File: src/rtl/branch_pkg.sv
// Shared types and defaults for the branch controller.
// Ops are listed in ascending priority order.
package branch_pkg;

  localparam int A_DEF     = 10;
  localparam int LW_DEF    = 5;
  localparam int DEPTH_DEF = 8;

  typedef enum logic [2:0] {
    OP_NONE,
    OP_BR,
    OP_JMP,
    OP_CALL,
    OP_RET,
    OP_HALT
  } br_op_t;

endpackage

File: src/rtl/branch_ctrl_if.sv
// Control-flow bus between the instruction decoder and the PC.
// The master side is the decoder; the slave side is branch_ctrl.
interface branch_ctrl_if #(
  parameter int A  = 10,
  parameter int LW = 5
);

  logic          Start;
  logic [A-1:0]  PC;
  logic          BrEn;
  logic          Cond;
  logic          JmpEn;
  logic          CallEn;
  logic          RetEn;
  logic          HaltEn;
  logic [LW-1:0] LutIdx;
  logic          LutWe;
  logic [LW-1:0] LutWIdx;
  logic [A-1:0]  LutWData;
  logic          Branch;
  logic [A-1:0]  Target;
  logic          Done;
  logic          StackErr;

  modport master (
    output Start, PC, BrEn, Cond, JmpEn,
    output CallEn, RetEn, HaltEn, LutIdx,
    output LutWe, LutWIdx, LutWData,
    input  Branch, Target, Done, StackErr
  );

  modport slave (
    input  Start, PC, BrEn, Cond, JmpEn,
    input  CallEn, RetEn, HaltEn, LutIdx,
    input  LutWe, LutWIdx, LutWData,
    output Branch, Target, Done, StackErr
  );

endinterface

File: src/rtl/branch_ctrl_ret_stack.sv
// Hardware return-address stack with overflow/underflow pulses.
// A push on a full stack or a pop on an empty one is dropped.
module ret_stack #(
  parameter int A     = 10,
  parameter int DEPTH = 8
) (
  input  logic         clk,
  input  logic         rst_n,
  input  logic         clear,
  input  logic         push,
  input  logic         pop,
  input  logic [A-1:0] din,
  output logic [A-1:0] top,
  output logic         empty,
  output logic         full,
  output logic         err_ovf,
  output logic         err_unf
);

  localparam int PW = $clog2(DEPTH);
  localparam int SW = PW + 1;

  logic [SW-1:0] sp_q, sp_d;
  logic [SW-1:0] sp_m1;
  logic [A-1:0]  mem_q [DEPTH];
  logic          do_push;
  logic          do_pop;

  assign empty   = (sp_q == '0);
  assign full    = (sp_q == SW'(DEPTH));
  assign do_push = push && !full && !clear;
  assign do_pop  = pop && !empty && !clear;
  assign err_ovf = push && full && !clear;
  assign err_unf = pop && empty && !clear;
  assign sp_m1   = sp_q - SW'(1);
  assign top     = empty ? '0 : mem_q[sp_m1[PW-1:0]];

  always_comb begin
    sp_d = sp_q;
    unique case (1'b1)
      clear:   sp_d = '0;
      do_push: sp_d = sp_q + SW'(1);
      do_pop:  sp_d = sp_m1;
      default: sp_d = sp_q;
    endcase
  end

  always_ff @(posedge clk) begin
    if (!rst_n) begin
      sp_q <= '0;
      for (int i = 0; i < DEPTH; i++) begin
        mem_q[i] <= '0;
      end
    end else begin
      sp_q <= sp_d;
      if (do_push) begin
        mem_q[sp_q[PW-1:0]] <= din;
      end
    end
  end

endmodule

File: src/rtl/branch_ctrl.sv
// Branch controller: decodes control-flow ops into PC Branch/Target,
// with a writable jump-target LUT, return stack and sticky halt.
module branch_ctrl
  import branch_pkg::*;
#(
  parameter int A     = A_DEF,
  parameter int LW    = LW_DEF,
  parameter int DEPTH = DEPTH_DEF
) (
  input  logic         Clk,
  input  logic         Reset_n,
  branch_ctrl_if.slave bus
);

  localparam int NLUT = 2 ** LW;

  logic [A-1:0] lut_q [NLUT];
  logic [A-1:0] lut_rd;
  logic         done_q, done_d;
  logic         err_q, err_d;
  br_op_t       op;
  logic         branch;
  logic [A-1:0] target;
  logic [A-1:0] ret_addr;
  logic [A-1:0] stk_top;
  logic         stk_empty;
  logic         stk_full;
  logic         stk_ovf;
  logic         stk_unf;
  logic         stk_unused;

  assign lut_rd     = lut_q[bus.LutIdx];
  assign ret_addr   = bus.PC + A'(1);
  assign stk_unused = stk_full;

  ret_stack #(
    .A     (A),
    .DEPTH (DEPTH)
  ) u_stack (
    .clk     (Clk),
    .rst_n   (Reset_n),
    .clear   (bus.Start),
    .push    (op == OP_CALL),
    .pop     (op == OP_RET),
    .din     (ret_addr),
    .top     (stk_top),
    .empty   (stk_empty),
    .full    (stk_full),
    .err_ovf (stk_ovf),
    .err_unf (stk_unf)
  );

  // Start masks every op, so nothing below fires on a restart cycle.
  always_comb begin
    op = OP_NONE;
    if (!bus.Start) begin
      priority case (1'b1)
        done_q || bus.HaltEn: op = OP_HALT;
        bus.RetEn:            op = OP_RET;
        bus.CallEn:           op = OP_CALL;
        bus.JmpEn:            op = OP_JMP;
        bus.BrEn:             op = OP_BR;
        default:              op = OP_NONE;
      endcase
    end
  end

  always_comb begin
    branch = 1'b0;
    target = lut_rd;
    unique case (op)
      OP_HALT: begin
        branch = 1'b1;
        target = bus.PC;
      end
      OP_RET: begin
        branch = !stk_empty;
        target = stk_empty ? lut_rd : stk_top;
      end
      OP_CALL: branch = 1'b1;
      OP_JMP:  branch = 1'b1;
      OP_BR:   branch = bus.Cond;
      default: branch = 1'b0;
    endcase
    if (!Reset_n) begin
      branch = 1'b0;
      target = '0;
    end
  end

  always_comb begin
    done_d = done_q || (op == OP_HALT);
    err_d  = err_q || stk_ovf || stk_unf;
    if (bus.Start) begin
      done_d = 1'b0;
      err_d  = 1'b0;
    end
  end

  always_ff @(posedge Clk) begin
    if (!Reset_n) begin
      done_q <= 1'b0;
      err_q  <= 1'b0;
    end else begin
      done_q <= done_d;
      err_q  <= err_d;
    end
  end

  always_ff @(posedge Clk) begin
    if (!Reset_n) begin
      for (int i = 0; i < NLUT; i++) begin
        lut_q[i] <= '0;
      end
    end else if (bus.LutWe) begin
      lut_q[bus.LutWIdx] <= bus.LutWData;
    end
  end

  assign bus.Branch   = branch;
  assign bus.Target   = target;
  assign bus.Done     = done_q;
  assign bus.StackErr = err_q;

endmodule

File: src/flat_wrapper.sv
// flat-port wrapper written by rule: the top's interface ports become plain ports
module branch_ctrl_flat import branch_pkg::*;
#(
  parameter int A     = A_DEF,
  parameter int LW    = LW_DEF,
  parameter int DEPTH = DEPTH_DEF
)
  (Clk, Reset_n, bus_Start, bus_PC, bus_BrEn, bus_Cond, bus_JmpEn, bus_CallEn, bus_RetEn, bus_HaltEn, bus_LutIdx, bus_LutWe, bus_LutWIdx, bus_LutWData, bus_Branch, bus_Target, bus_Done, bus_StackErr);
  branch_ctrl_if #(.A(A), .LW(LW)) bus_i ();
  input  logic Clk;
  input  logic Reset_n;
  input wire logic [$bits(bus_i.Start)-1:0] bus_Start;
  input wire logic [$bits(bus_i.PC)-1:0] bus_PC;
  input wire logic [$bits(bus_i.BrEn)-1:0] bus_BrEn;
  input wire logic [$bits(bus_i.Cond)-1:0] bus_Cond;
  input wire logic [$bits(bus_i.JmpEn)-1:0] bus_JmpEn;
  input wire logic [$bits(bus_i.CallEn)-1:0] bus_CallEn;
  input wire logic [$bits(bus_i.RetEn)-1:0] bus_RetEn;
  input wire logic [$bits(bus_i.HaltEn)-1:0] bus_HaltEn;
  input wire logic [$bits(bus_i.LutIdx)-1:0] bus_LutIdx;
  input wire logic [$bits(bus_i.LutWe)-1:0] bus_LutWe;
  input wire logic [$bits(bus_i.LutWIdx)-1:0] bus_LutWIdx;
  input wire logic [$bits(bus_i.LutWData)-1:0] bus_LutWData;
  output wire logic [$bits(bus_i.Branch)-1:0] bus_Branch;
  output wire logic [$bits(bus_i.Target)-1:0] bus_Target;
  output wire logic [$bits(bus_i.Done)-1:0] bus_Done;
  output wire logic [$bits(bus_i.StackErr)-1:0] bus_StackErr;
  assign bus_i.Start = bus_Start;
  assign bus_i.PC = bus_PC;
  assign bus_i.BrEn = bus_BrEn;
  assign bus_i.Cond = bus_Cond;
  assign bus_i.JmpEn = bus_JmpEn;
  assign bus_i.CallEn = bus_CallEn;
  assign bus_i.RetEn = bus_RetEn;
  assign bus_i.HaltEn = bus_HaltEn;
  assign bus_i.LutIdx = bus_LutIdx;
  assign bus_i.LutWe = bus_LutWe;
  assign bus_i.LutWIdx = bus_LutWIdx;
  assign bus_i.LutWData = bus_LutWData;
  assign bus_Branch = bus_i.Branch;
  assign bus_Target = bus_i.Target;
  assign bus_Done = bus_i.Done;
  assign bus_StackErr = bus_i.StackErr;
  branch_ctrl #(.A(A), .LW(LW), .DEPTH(DEPTH)) u_core (.Clk(Clk), .Reset_n(Reset_n), .bus(bus_i));
endmodule
File: config.mk
export PLATFORM = sky130hd
export DESIGN_NAME = branch_ctrl_flat
export DESIGN_NICKNAME = d
export VERILOG_FILES = /design/src/rtl/branch_pkg.sv /design/src/rtl/branch_ctrl_if.sv /design/src/rtl/branch_ctrl_ret_stack.sv /design/src/rtl/branch_ctrl.sv /design/src/flat_wrapper.sv
export SDC_FILE = /design/constraint.sdc
export NUM_CORES = 1
export LEC_CHECK = 0
export ABC_AREA = 1
export BUFFER_PORTS_ARGS = -buffer_cell sky130_fd_sc_hd__buf_2
export CORE_UTILIZATION = 40
export CTS_BUF_LIST = sky130_fd_sc_hd__clkbuf_4 sky130_fd_sc_hd__clkbuf_8
export DETAILED_ROUTE_END_ITERATION = 8
export SLEW_MARGIN = 20
export SYNTH_ARGS = -nofsm -noshare
export SYNTH_HDL_FRONTEND = slang
export SYNTH_HIERARCHICAL = 1
export SYNTH_SLANG_ARGS = --single-unit
File: constraint.sdc
create_clock -name Clk -period 3 [get_ports Clk]
set_input_delay 0.15 -clock Clk [delete_from_list [all_inputs] [get_ports Clk]]
set_output_delay 0.15 -clock Clk [all_outputs]
set_load 0.05 [all_outputs]
# Word level (Yosys, flattened, before mapping)
# Memory sizes are Yosys's and may differ from the RTL's.
# Index checks and enable logic that the tools add are counted.
# classes
addsub	3
n_eq_ne	6
mux	25
bitwise	1
n_reduce_logical	21
# ops
cell	count
10-bit 2-to-1 mux	4
10-bit one-hot mux with 2 select lines	1
10-bit OR reduction	2
3-bit 2-to-1 mux	6
4-bit one-hot mux with 3 select lines	1
1-bit 2-to-1 mux	11
10-bit by 1-bit adder with 10-bit output, second input constant	1
1-bit logical AND	8
3-bit by 2-bit equality test with 1-bit output, second input constant	2
3-bit equality test, second input constant	2
5-bit 2-to-1 mux	1
4-bit by 1-bit adder with 4-bit output, second input constant	1
4-bit equality test, second input constant	1
4-bit logical NOT	1
1-bit logical OR	4
4-bit by 1-bit subtractor with 4-bit output, second input constant	1
3-bit by 1-bit equality test with 1-bit output, second input constant	1
1-bit logical NOT	3
1-bit one-hot mux with 3 select lines	1
3-bit nonzero test	1
3-bit OR reduction	1
2-bit OR reduction	1
1-bit inverter	1
# word_totals
ff_bits	6
mem_bits_rw	400
in_bits	40
output_inout_bits	13
wordCells	61
n_memories	2
# memory_table
memory	words	width	read_ports	rd_ports_with_merged_regs	write_ports	line_no	rtl
u_core.lut_q	32	10	1	0	32	branch_ctrl.sv:17	logic [A-1:0] lut_q [NLUT];
u_core.u_stack.mem_q	8	10	1	0	8	branch_ctrl_ret_stack.sv:25	logic [A-1:0] mem_q [DEPTH];

# Logic depth before layout (Yosys ltp)
# logic_depth
word_depth	14
ltp_mapped	14
ltp_nobuf	13

# Hierarchy
# The synthesis kept the hierarchy.
# modules_own_cells
mod	instances	cells_each	area_per_inst_um2	seq_area_each_um2
branch_ctrl	1	1711	15529.9	9649.3
ret_stack	1	444	4121.5	2482.4

# Least setup slack after synthesis
# Ideal clock, no wire load.
# synth_timing
path_kind	register -> output
from	reg u_core.u_stack.sp_q[0]
to	out bus_Target[0]
arrival_time_ns	2.721
t_required_ns	2.850
slack_ns	0.129
path_stages_with_launch	12
path_buffers	4
cell_sequence	dfxtp_1 > buf_4 > inv_2 > buf_2 > ha_1 > inv_1 > clkbuf_1 > buf_2 > a21oi_1 > nor2_1 > a31oi_1 > a21oi_1
# synth_between
elab_chain_len	5
elab_cells_between_ends	6
cone_classes	1 x add/sub; 3 x mux; 1 x reduce/logical; 1 x memory
# synth_lines
item	line_no	rtl
start: declaration	branch_ctrl_ret_stack.sv:23	logic [SW-1:0] sp_q, sp_d;
start signal: assignment	branch_ctrl_ret_stack.sv:55	sp_q <= sp_d;
4-bit by 1-bit subtractor with 4-bit output	branch_ctrl_ret_stack.sv:35	assign sp_m1 = sp_q - SW'(1);
memory 8 x 10 bit	--	
named net u_core.stk_top[0]	branch_ctrl.sv:25	logic [A-1:0] stk_top;
10-bit 2-to-1 mux	branch_ctrl.sv:78	target = stk_empty ? lut_rd : stk_top;
10-bit one-hot mux with 2 select lines	branch_ctrl.sv:71	unique case (op)
10-bit 2-to-1 mux	branch_ctrl.sv:85	if (!Reset_n) begin
end: declaration	flat_wrapper.sv:25	output wire logic [$bits(bus_i.Target)-1:0] bus_Target;
# The timed path passes the listed nets, and every way through them passes these cells.

# Final worst setup path
# layout_timing
from	reg u_core.u_stack.sp_q[1]
to	out bus_Target[9]
# Same word-level chain as after synthesis.

==> impl_metrics.py <==
metrics = {
    "min_path": {
        "hp-class": "in -> reg",
        "hold_start": "bus_LutWData[8]",
        "worstHoldEndpoint": "u_core/lut_q[26][8]$_SDFFCE_PN0P_",
        "hold_depth": 4,
    },
    "timing": {
        "fmax_ghz": 0.353,
        "finalClockSkew_ps": 17.4,
        "finalCritPeriodShare_pct": 94.4,
        "hold_ws_ps": 153,
        "relSlewSlack_pct": 46.4,
        "hold_violations": 0,
        "period_needed_ps": 2830,
        "setup_viol": 0,
        "setup_tns_ps": 0,
        "report.final.slew_viol_count": 0,
        "tightest_slew_ps": 804,
        "rsz0062_at_grt": "yes",
    },
    "global_routing": {
        "grt_pass1_vias": 14265,
        "grt_overflow": 0,
        "grt_max_degree": 91,
        "antenna_found_initial": 1,
        "grt_pass1_wl_mm": 82.8,
        "grtUsageTotal_pct": 21.8,
    },
    "setup_path": {
        "crit_path_max_incr_delay_ps": 380,
        "path_class": "reg -> out",
        "critPathTopFamily": "compound AO/OA/AOI/OAI gates",
        "rr_startpoint": "u_core/bus.Done$_SDFF_PP0_",
        "ff2ff_setup_slack_ps": 370,
        "required_ps": 2850,
        "crit_chain": "inv_1 > ha_2 > buf_8 > o21ai_0 > o21ai_1 > a21oi_1 > nor2_1 > a31oi_1 > a21oi_2 > buf_4",
        "crit_buf_inv": 3,
        "crit_arrival_ps": 2680,
        "reg2reg_to": "u_core/u_stack/mem_q[5][7]$_SDFFCE_PN0P_",
        "rr_worst_depth": 12,
        "start_kind": "flop",
        "critPathCaptureType": "primary output",
        "cp_max_fo": 21,
        "crit_slowest_cell": "dfxtp_4",
    },
    "placed_design": {
        "placed_cell_area_um2": 20200,
        "finalWeightedCongestion": 0.867,
        "port_buffers": 52,
        "dpl.hpwl_mm": 33.7,
    },
    "drt": {
        "wl_per_cell_um": 19.2,
        "wl_mm": 54.4,
        "vias": 14813,
        "drc": 0,
        "viasPerCell": 5.23,
        "drtPass1Iterations": 6,
        "ant_nets": 0,
        "drt_iter0_drc": 1333,
    },
    "floorplan": {
        "die_area_um2": 50000,
        "die_width_um": 224,
        "fp.dieH_um": 224,
        "ios": 53,
        "start_util_pct": 40.9,
        "rows": 80,
        "core-area_um2": 48000,
    },
    "finish": {
        "layout-drive-gt1-share_pct": 10.7,
        "finalInstanceArea_um2": 21700,
        "syn_to_final_growth_pct": 10.3,
        "nets": 2211,
        "fin_util_pct": 45.1,
    },
    "power_and_ir_drop": {
        "p_per_area_nw_per_um2": 598,
        "power_mw": 13.0,
        "ir_drop_v": 0.000248,
        "power_leakage_nw": 9.07,
    },
    "clocking": {
        "cts_max_level": 3,
        "cts_made_buffers": 72,
        "clk_latency_ps": 650,
        "ctsLongestPathBuffers": 3,
        "cts_tree": "yes",
        "cts_sinks": 406,
        "clkTransAtPathRegs_ps": 50,
        "cts_setup_buffers": 0,
        "root_buffer": "clkbuf_8",
    },
    "yosys": {
        "syn_area_per_cell_um2": 9.12,
        "syn_inst": 2154,
        "yosys_warnings": 6,
        "netlist_area_um2": 19600,
        "syn_nets": 2197,
    },
    "outcome": {
        "outcome": "finished, final reports clean",
    },
    "run": {
        "maxCapViolations": 0,
    },
}
==> worst min-delay path: stages <==
cell	delay, ps
buf_2	70
inv_1	30
buf_4	280
nor2_1	150
==> state kept, by name, summed over array words and instances, names as in the netlist <==
signal and count:
u_core/bus.Done 1, u_core/bus.StackErr 1, u_core/lut_q 320, u_core/u_stack/mem_q 80, u_core/u_stack/sp_q 4
==> repair_timing <==
| item | 4_1_cts | 5_1_grt |
|---|---|---|
| hold buffers | 3 | 0 |
| endpoints found under the hold margin | 4 | 0 |
| endpoints found under the setup margin | 10 | 10 |
| gates resized for setup | 20 | 18 |
| gates cloned | 0 | 1 |
| pin swaps | 0 | 9 |
==> worst max path at each step <==
stage / startpoint / endpoint / slack [ps] / cells past startpoint
after global routing: u_core/u_stack/sp_q[1]$_SDFFE_PN0P_ / bus_Target[6] / -2 / 10
after floorplan: u_core/u_stack/sp_q[0]$_SDFFE_PN0P_ / bus_Target[0] / 130 / 11
after CTS: u_core/u_stack/sp_q[1]$_SDFFE_PN0P_ / bus_Target[7] / 20 / 11
after global placement: u_core/bus.Done$_SDFF_PP0_ / u_core/u_stack/mem_q[5][9]$_SDFFCE_PN0P_ / 410 / 12
after detailed placement: u_core/bus.Done$_SDFF_PP0_ / u_core/u_stack/mem_q[5][8]$_SDFFCE_PN0P_ / 390 / 12
final: u_core/u_stack/sp_q[1]$_SDFFE_PN0P_ / bus_Target[9] / 170 / 10
==> power breakdown <==
group	internal (mW)	leakage [nW]	total, mW	switching (mW)
Combinational	0.369	4.45	1.46	1.09
Sequential	6.51	3.92	6.59	0.0840
Clock	2.64	0.702	4.91	2.27
Total	9.52	9.07	13.0	3.44
==> stage by stage <==
stage,instances,setup WS (ps)
2_1_floorplan,2154,129
3_3_place_gp,2705,410
3_5_place_dp,2705,391
4_1_cts,2830,24.1
5_1_grt,2832,-2.35
6_report,2832,167
==> cell type report <==
type / count / area [um2]
Fill cell: 4695 / 26400
Sequential cell: 406 / 12100
Multi-Input combinational cell: 1444 / 6150
Clock buffer: 94 / 1170
Tap cell: 615 / 769
Timing Repair Buffer: 100 / 717
Inverter: 143 / 548
Clock inverter: 28 / 170
Timing Repair inverter: 1 / 7.51
Antenna cell: 1 / 2.50
==> routing by layer <==
layer	share of wire [%]	wire length, um	track usage [%]
met5	0	0	0
met4	2.5	1380	7.89
met3	6.5	3520	3.36
met2	50	27300	37.6
met1	41	22200	27.7
==> placed cells by master (no fill, tap or decap), types with 3 or more instances in the layout <==
cell type and count:
nand2_1 538, clkinvlp_4 5, o21ai_1 15, a21oi_1 22
nand3_1 292, xor2_1 9, nand4_1 5, nor3_1 13
edfxtp_1 400, buf_2 41, inv_6 3, nor3_4 4
a31oi_1 10, clkbuf_4 19, nor2_1 486, inv_2 3
dfxtp_1 5, o21ai_0 26, buf_4 50, clkbuf_8 75
nand2_2 10, buf_12 4, clkinv_1 18, clkinv_2 6
inv_1 133, dlygate4sd3_1 3
No activity file was read; power rests on OpenSTA's default activity.
